**config.mk**
```make
export PLATFORM = sky130hd
export DESIGN_NAME = fht_addr_seq
export DESIGN_NICKNAME = d
export VERILOG_FILES = /design/src/rtl/fht_addr_seq.sv
export SDC_FILE = /design/constraint.sdc
export NUM_CORES = 1
export LEC_CHECK = 0
export ABC_AREA = 1
export BUFFER_PORTS_ARGS = -buffer_cell sky130_fd_sc_hd__clkbuf_2
export CAP_MARGIN = 20
export CORE_AREA = 2 2 159 161
export DETAILED_ROUTE_END_ITERATION = 8
export DIE_AREA = 0 0 161 163
export GPL_ROUTABILITY_DRIVEN = 1
export PLACE_DENSITY = 0.51
export SYNTH_ARGS = -nofsm -noshare
export SYNTH_HDL_FRONTEND = slang
export SYNTH_SLANG_ARGS = --single-unit
```
**constraint.sdc**
```tcl
create_clock -name iCLK -period 4 [get_ports iCLK]
set_clock_uncertainty 0.2 [all_clocks]
set_input_delay 0.2 -clock iCLK [delete_from_list [all_inputs] [get_ports iCLK]]
set_output_delay 0.2 -clock iCLK [all_outputs]
set_load 0.01 [all_outputs]
```
**src/rtl/fht_addr_seq.sv**
```systemverilog
// Address/control sequencer for an in-place radix-2 FHT: generates butterfly read/write
// pairs, twiddle addresses and ping-pong bank write enables for LOG_N stages.
`timescale 1ns/1ps
module fht_addr_seq #(
  parameter int LOG_N = 10,
  parameter int LAT   = 4
) (
  input  logic                       iCLK,
  input  logic                       iRESET,
  input  logic                       iSTART,
  input  logic                       iHOLD,
  output logic [LOG_N-1:0]           oADDR_RD_0,
  output logic [LOG_N-1:0]           oADDR_RD_1,
  output logic [LOG_N-1:0]           oADDR_WR_0,
  output logic [LOG_N-1:0]           oADDR_WR_1,
  output logic [LOG_N-2:0]           oADDR_COEF,
  output logic                       oRD_EN,
  output logic                       oWE_A,
  output logic                       oWE_B,
  output logic [$clog2(LOG_N)-1:0]   oSTAGE,
  output logic                       oST_ZERO,
  output logic                       oST_LAST,
  output logic                       oRES_BANK,
  output logic                       oDONE,
  output logic                       oRDY
);

  localparam int SW = $clog2(LOG_N);
  localparam int KW = LOG_N - 1;
  localparam logic [KW-1:0] K_LAST = '1;
  localparam logic [SW-1:0] S_LAST = SW'(LOG_N - 1);

  typedef enum logic [1:0] {IDLE, READ, DRAIN} state_t;

  typedef struct packed {
    logic             v;
    logic             bank;
    logic [LOG_N-1:0] a;
    logic [LOG_N-1:0] b;
  } ent_t;

  state_t            state;
  logic [KW-1:0]     k;
  logic [SW-1:0]     stage;
  logic [LOG_N-1:0]  rd_a, rd_b;
  logic [KW-1:0]     rd_coef;
  logic              rd_vld, wr_bank, act_q, done_q, rdy_q, st_zero_q, st_last_q;
  ent_t [LAT-1:0]    pipe;
  ent_t [LAT:0]      chain;
  logic              issue, drained;
  logic [KW-1:0]     iss_k;
  logic [SW-1:0]     iss_s;

  // Insert a zero at bit s of k: the low s bits stay, the rest move up one place.
  function automatic logic [LOG_N-1:0] addr_a(input logic [KW-1:0] kk, input logic [SW-1:0] s);
    logic [LOG_N-1:0] kx, lo;
    kx = {1'b0, kk};
    lo = (LOG_N'(1) << s) - LOG_N'(1);
    return ((kx & ~lo) << 1) | (kx & lo);
  endfunction

  function automatic logic [LOG_N-1:0] addr_b(input logic [KW-1:0] kk, input logic [SW-1:0] s);
    return addr_a(kk, s) | (LOG_N'(1) << s);
  endfunction

  function automatic logic [KW-1:0] addr_coef(input logic [KW-1:0] kk, input logic [SW-1:0] s);
    logic [KW-1:0] lo;
    lo = (KW'(1) << s) - KW'(1);
    return (kk & lo) << (S_LAST - s);
  endfunction

  // chain[0] is the read just issued, chain[i] the entry i active cycles older.
  assign chain = {pipe, ent_t'{rd_vld, wr_bank, rd_a, rd_b}};

  always_comb begin
    drained = 1'b1;
    for (int i = 0; i < LAT; i++)
      if (chain[i].v) drained = 1'b0;
  end

  always_comb begin
    issue = 1'b0;
    iss_k = '0;
    iss_s = stage;
    unique case (state)
      IDLE:  if (iSTART) begin
               issue = 1'b1;
               iss_s = '0;
             end
      READ:  begin
               issue = 1'b1;
               iss_k = k;
             end
      DRAIN: if (drained && stage != S_LAST) begin
               issue = 1'b1;
               iss_s = stage + 1'b1;
             end
      default: ;
    endcase
  end

  // Stage: issue -- FSM, butterfly counter and registered read-side outputs
  always_ff @(posedge iCLK or negedge iRESET) begin
    if (!iRESET) begin
      state     <= IDLE;
      k         <= '0;
      stage     <= '0;
      rd_a      <= '0;
      rd_b      <= '0;
      rd_coef   <= '0;
      rd_vld    <= 1'b0;
      wr_bank   <= 1'b0;
      act_q     <= 1'b0;
      done_q    <= 1'b0;
      rdy_q     <= 1'b1;
      st_zero_q <= 1'b0;
      st_last_q <= 1'b0;
    end else begin
      act_q  <= ~iHOLD;
      done_q <= 1'b0;
      if (!iHOLD) begin
        rd_vld <= issue;
        if (issue) begin
          rd_a      <= addr_a(iss_k, iss_s);
          rd_b      <= addr_b(iss_k, iss_s);
          rd_coef   <= addr_coef(iss_k, iss_s);
          wr_bank   <= ~iss_s[0];
          k         <= iss_k + 1'b1;
          stage     <= iss_s;
          st_zero_q <= (iss_s == '0);
          st_last_q <= (iss_s == S_LAST);
          rdy_q     <= 1'b0;
        end
        unique case (state)
          IDLE:  if (iSTART) state <= READ;
          READ:  if (k == K_LAST) state <= DRAIN;
          DRAIN: if (drained) begin
                   if (stage == S_LAST) begin
                     state     <= IDLE;
                     done_q    <= 1'b1;
                     rdy_q     <= 1'b1;
                     stage     <= '0;
                     st_zero_q <= 1'b0;
                     st_last_q <= 1'b0;
                   end else begin
                     state <= READ;
                   end
                 end
          default: state <= IDLE;
        endcase
      end
    end
  end

  // Stage: write pipeline -- shifts only on active cycles so holds stretch it
  always_ff @(posedge iCLK or negedge iRESET) begin
    if (!iRESET)     pipe <= '0;
    else if (!iHOLD) pipe <= chain[LAT-1:0];
  end

  // Enables are qualified by the registered active flag so a held cycle reads as idle.
  assign oADDR_RD_0 = rd_a;
  assign oADDR_RD_1 = rd_b;
  assign oADDR_COEF = rd_coef;
  assign oADDR_WR_0 = chain[LAT].a;
  assign oADDR_WR_1 = chain[LAT].b;
  assign oRD_EN     = act_q & rd_vld;
  assign oWE_A      = act_q & chain[LAT].v & ~chain[LAT].bank;
  assign oWE_B      = act_q & chain[LAT].v &  chain[LAT].bank;
  assign oSTAGE     = stage;
  assign oST_ZERO   = st_zero_q;
  assign oST_LAST   = st_last_q;
  assign oRES_BANK  = (LOG_N % 2) == 1;
  assign oDONE      = done_q;
  assign oRDY       = rdy_q;

endmodule

```
Yosys cells after proc, flatten, opt, wreduce, memory -nomap -nowiden --
Index checks and enable logic that the tools add are counted.
Word-level totals: bits in registers 139, output and inout port bits 61
Operators by class: add/subtract/negate cells 5, eq/ne operators 9, shift operators 3, multiplexer cells 36, bitwise logic cells 13, reductions and logical operators 5
Operator list (count):
- $mux W4 | 6
- $mux W1 | 23
- $or A10 B10 Y10 | 2
- $and A9 B9 Y9 | 2
- $and A9 B10 Y10 | 1
- $shl A1 B4 Y10 const A | 1
- $sub A10 B2 Y10 const B | 1
- $add A9 B1 Y9 const B | 1
- $eq A9 B9 Y1 const B | 1
- $mux W9 | 1
- $not A9 Y9 | 1
- $shl A1 B4 Y9 const A | 1
- $shl A9 B4 Y9 | 1
- $sub A9 B2 Y9 const B | 1
- $eq A4 B4 Y1 const B | 2
- $pmux W4 S2 | 1
- $mux W2 | 3
- $ne A2 B2 Y1 const B | 3
- $pmux W2 S3 | 1
- $add A4 B1 Y4 const B | 1
- $and A1 B1 Y1 | 4
- $logic_not A4 Y1 | 1
- $ne A4 B4 Y1 const B | 1
- $reduce_and A4 Y1 | 1
- 8 further kinds | 10

Logic depth before layout (Yosys ltp) --
depth in word-level cells 13, gate-level depth with buffers 24, mapped depth without buffers 23

Worst setup path after synthesis --
Ideal clock, no wire load.
kind reg-to-reg, start register stage[1] (netlist: oSTAGE[1]), end register rd_coef[7] (netlist: oADDR_COEF[7]), arrival 2727 ps, required time 3724 ps, setup slack 997 ps, cell stages (with the launch flop) 21, period minus slack after synthesis 3003 ps, path through dfrtp_1 -> inv_1 -> ha_1 -> nand2_1 -> nor2_1 -> nor2_2 -> nand2_1 -> nand3_1 -> nand2_2 -> nor2_1 -> inv_2 -> nor2_2 -> inv_1 -> ha_1 -> nor3_1 -> inv_1 -> o21ai_1 -> nand2_1 -> nand3_1 -> nand2_1 -> o21ai_1
On the way: word-level cells in the longest chain between the ends 8
RTL lines:
- start: declaration | RTL line 44 | logic [SW-1:0] stage;
- start signal: assignment | RTL line 129 | stage <= iss_s;
- branches (longest 8 deep; another with $sub A9 B2 Y9)
- end signal: assignment | RTL line 126 | rd_coef <= addr_coef(iss_k, iss_s);
- end: declaration | RTL line 46 | logic [KW-1:0] rd_coef;
Several ways; the timed one is not identified. A chain may end at the register's enable or synchronous reset.

Worst setup path after layout --
start register stage[1] (netlist: oSTAGE[1]), end register rd_coef[5] (netlist: oADDR_COEF[5])
The elaborated chain is that of the path after synthesis.

==> metrics.yaml <==
wl_per_cell_um: 13.7
startpoint: "oSTAGE[1]"
path_class: "reg -> reg"
holdBufCountCts: 1
syn_nets: 794
via_per_inst: 4.25
slew_headroom_pct: 44.0
path_buf_inv: 5
antenna_found_initial: 0
rsz0062_at_grt: "no"
start_util_pct: 26.6
fin_crit_sh_pct: 86.7
min_path_cells: 3
avgSynthCellArea_um2: 8.36
n_antenna_cell: 0
end_kind: "register"
ys.flop_type: "dfrtp_1"
crit_arrival_ps: 3620
hold_path.class: "in -> reg"
ys_async_sr_fraction_pct: 100
vias: 4875
peakVddDrop_mv: 0.317
grt_pass1_wl_mm: 25.8
clock_sinks: 139
max_freq_ghz: 0.288
synth-seq-cells: 139
yosysTopAreaCellShare_pct: 52.6
hp-start: "iHOLD"
area_growth_pct: 15.3
synth_cell_type_count: 42
worstPathCellList: "inv_1 > ha_1 > nand2_1 > nor2_1 > nor2_2 > nand2_2 > nand2_1 > nand2_4 > inv_4 > nor2_8 > inv_2 > nor2_2 > inv_1 > ha_1 > nor3_1 > inv_1 > o21ai_1 > nand2_1 > a21oi_1 > o21ai_0 > nand2_1"
powerDensity_nw_per_um2: 732
postCtsResizedCells: 0
io_pins: 65
rows: 58
fin_setup_tns_ps: 0
place_congestion: 0.865
final_util_pct: 30.6
grt_usage_pct: 12.6
first_pass_iters: 5
start_kind: "register"
cp_max_fo: 19
ys.warnings.count: 0
outcome: "completed"
ys_top_cells_by_area: "dfrtp_1 (53%), nand2_1 (13%), o21ai_0 (6.8%)"
dieArea_um2: 26200
hold_violations: 0
cts_buffers: 17
overflow: 0
layout-drive-gt1-share_pct: 17.4
die_h_um: 163
crit_slowest_cell: "dfrtp_1"
grt_pass1_vias: 4715
fp.dieW_um: 161
r2r_start: "oSTAGE[1]"
required_ps: 4160
hold_ws_ps: 139
cpPeakStageDelay_ps: 450
clk_path_buf_depth: 2
port_buffers: 63
cts_setup_buffers: 0
layout.nets: 813
drc_errors: 0
tritoncts: "built"
synth_area_um2: 6560
coreArea_um2: 24700
synth_top_area_cell: "dfrtp_1"
drv_slew: 0
multi_input_area_um2: 2290
postRouteWirelength_mm: 15.7
p_leak_uw: 0.00370
netlist_instances: 785
fin_crit_ps: 3470
dp_hpwl_mm: 11.3
regToRegSetupSlack_ps: 530
synth_enable_flop_cells: 0
clk_latency_ps: 420
hold_path_end: "chain[109]"
fin_area_um2: 7560
drv_cap: 0
cp_top_family: "simple AND/OR/NAND/NOR gates"
htree_levels: 4
clockRootBuffer: "clkbuf_16"
dpl_cell_area_um2: 6920
cts.reportedPaths.clkPinSlew_ps: 70
setup_viol: 0
r2r-end: "oADDR_COEF[5]"
r2r_cells: 21
grt_start_max_net_pins: 91
synth_seq_area_share_pct: 53.0
final_antenna_net_count: 0
final-seq-area_um2: 3480
worst_pin_slew_ps: 840
fillers: 2667
drt-initial-drc-count: 258
cpMostUsedCell: "nand2_1"
==> kinds of logic (layout without fill, tap and decap cells) <==
kind of cell	count (synthesis)	count (layout)	share of synthesized area, %
xor+xnor	6	6	0.801
buf+inv	165	197	12.1
fa+ha+maj	5	5	0.954
compound gates	133	133	11.2
other cells	1	1	0.0572
simple gates	336	336	21.8
flops	139	139	53.0
==> final cells by class <==
cell class	count	area share [%]
Tap cell	330	5.46
Clock buffer	18	5.81
Timing Repair Buffer	74	5.38
Multi-Input combinational cell	481	30.2
Clock inverter	14	2.55
Sequential cell	139	46.0
Inverter	91	4.55
==> Yosys cell counts, types with 2 or more instances <==
library cell,count
nand2_1,232
dfrtp_1,138
o21ai_0,89
inv_1,80
buf_4,41
nor2_1,35
nand3_1,31
clkbuf_1,24
a21oi_1,11
nor2_2,10
inv_2,9
o22ai_1,9
nand4_1,8
nor3_1,6
buf_2,5
ha_1,5
nand2_2,5
o211ai_1,5
a31oi_1,4
o21a_1,3
o21ai_1,3
o31ai_1,3
xnor2_1,3
xor2_1,3
a21oi_2,2
buf_1,2
buf_6,2
nand2_4,2
nor4_1,2
==> worst min-delay path, delay by kind of cell <==
family,cells,cell delay [ps]
buffers and inverters,1,320
and+or+nand+nor,2,190
==> sequential cells by signal (all words and copies together), names as in the netlist <==
name        count
act_q           1
chain          68
k               9
oADDR_COEF      9
oADDR_RD_0     10
oADDR_RD_1     10
oADDR_WR_0     10
oADDR_WR_1     10
oDONE           1
oRDY            1
oSTAGE          4
oST_LAST        1
oST_ZERO        1
rd_vld          1
state           2
wr_bank         1
==> power breakdown <==
group          switching (uW)  total (uW)  internal, uW
sequential                295        2150          1850
clock                     615        1680          1060
combinational            1130        1720           581
total                    2040        5540          3490
==> worst max-delay path by stage <==
stage                     slack (ps)  cells past startpoint       endpoint
after CTS                        530                     21  oADDR_COEF[5]
after detailed placement         550                     21  oADDR_COEF[5]
after floorplan                 1000                     20  oADDR_COEF[7]
final                            530                     21  oADDR_COEF[5]
after global routing             140                     20  oADDR_COEF[5]
after global placement           630                     21  oADDR_COEF[5]
==> metrics by stage <==
step	total power [uW]	setup slack, ps	instances
6_report	5540	533	1147
5_1_grt	5960	141	1147
4_1_cts	5630	527	1147
3_5_place_dp	3920	553	1114
3_3_place_gp	3930	634	1114
2_1_floorplan	3470	997	785
==> metal layers <==
layer  up-vias  global-route usage [%]  wire length [um]
li1       2494                       -                 -
met1      2294                    16.6              7660
met2        71                    20.0              7370
met3        16                    3.16               422
met4         0                    4.79               269
met5         -                       0                 0
==> layout by cell type, fill, tap and decap left out, types with 2 or more instances in the layout <==
cell type and instances:
nand3_1 31, a21oi_1 11, nor4_1 2, dfrtp_1 138, clkbuf_2 61, o21a_1 3
inv_6 2, clkinvlp_4 3, bufinv_16 4, nor2_2 11, o21ai_0 89, nand2_4 2
nand2_2 5, nand4_1 8, inv_2 9, clkbuf_16 17, ha_1 5, o22ai_1 9
clkinv_2 3, buf_4 10, o21ai_1 3, inv_1 80, nor2_1 34, clkinv_4 2
nor3_1 6, xnor2_1 3, a21oi_2 2, o31ai_1 3, nand2_1 232, a31oi_1 4
o211ai_1 5, xor2_1 3
Note: power is estimated with default switching activity, not from simulation.
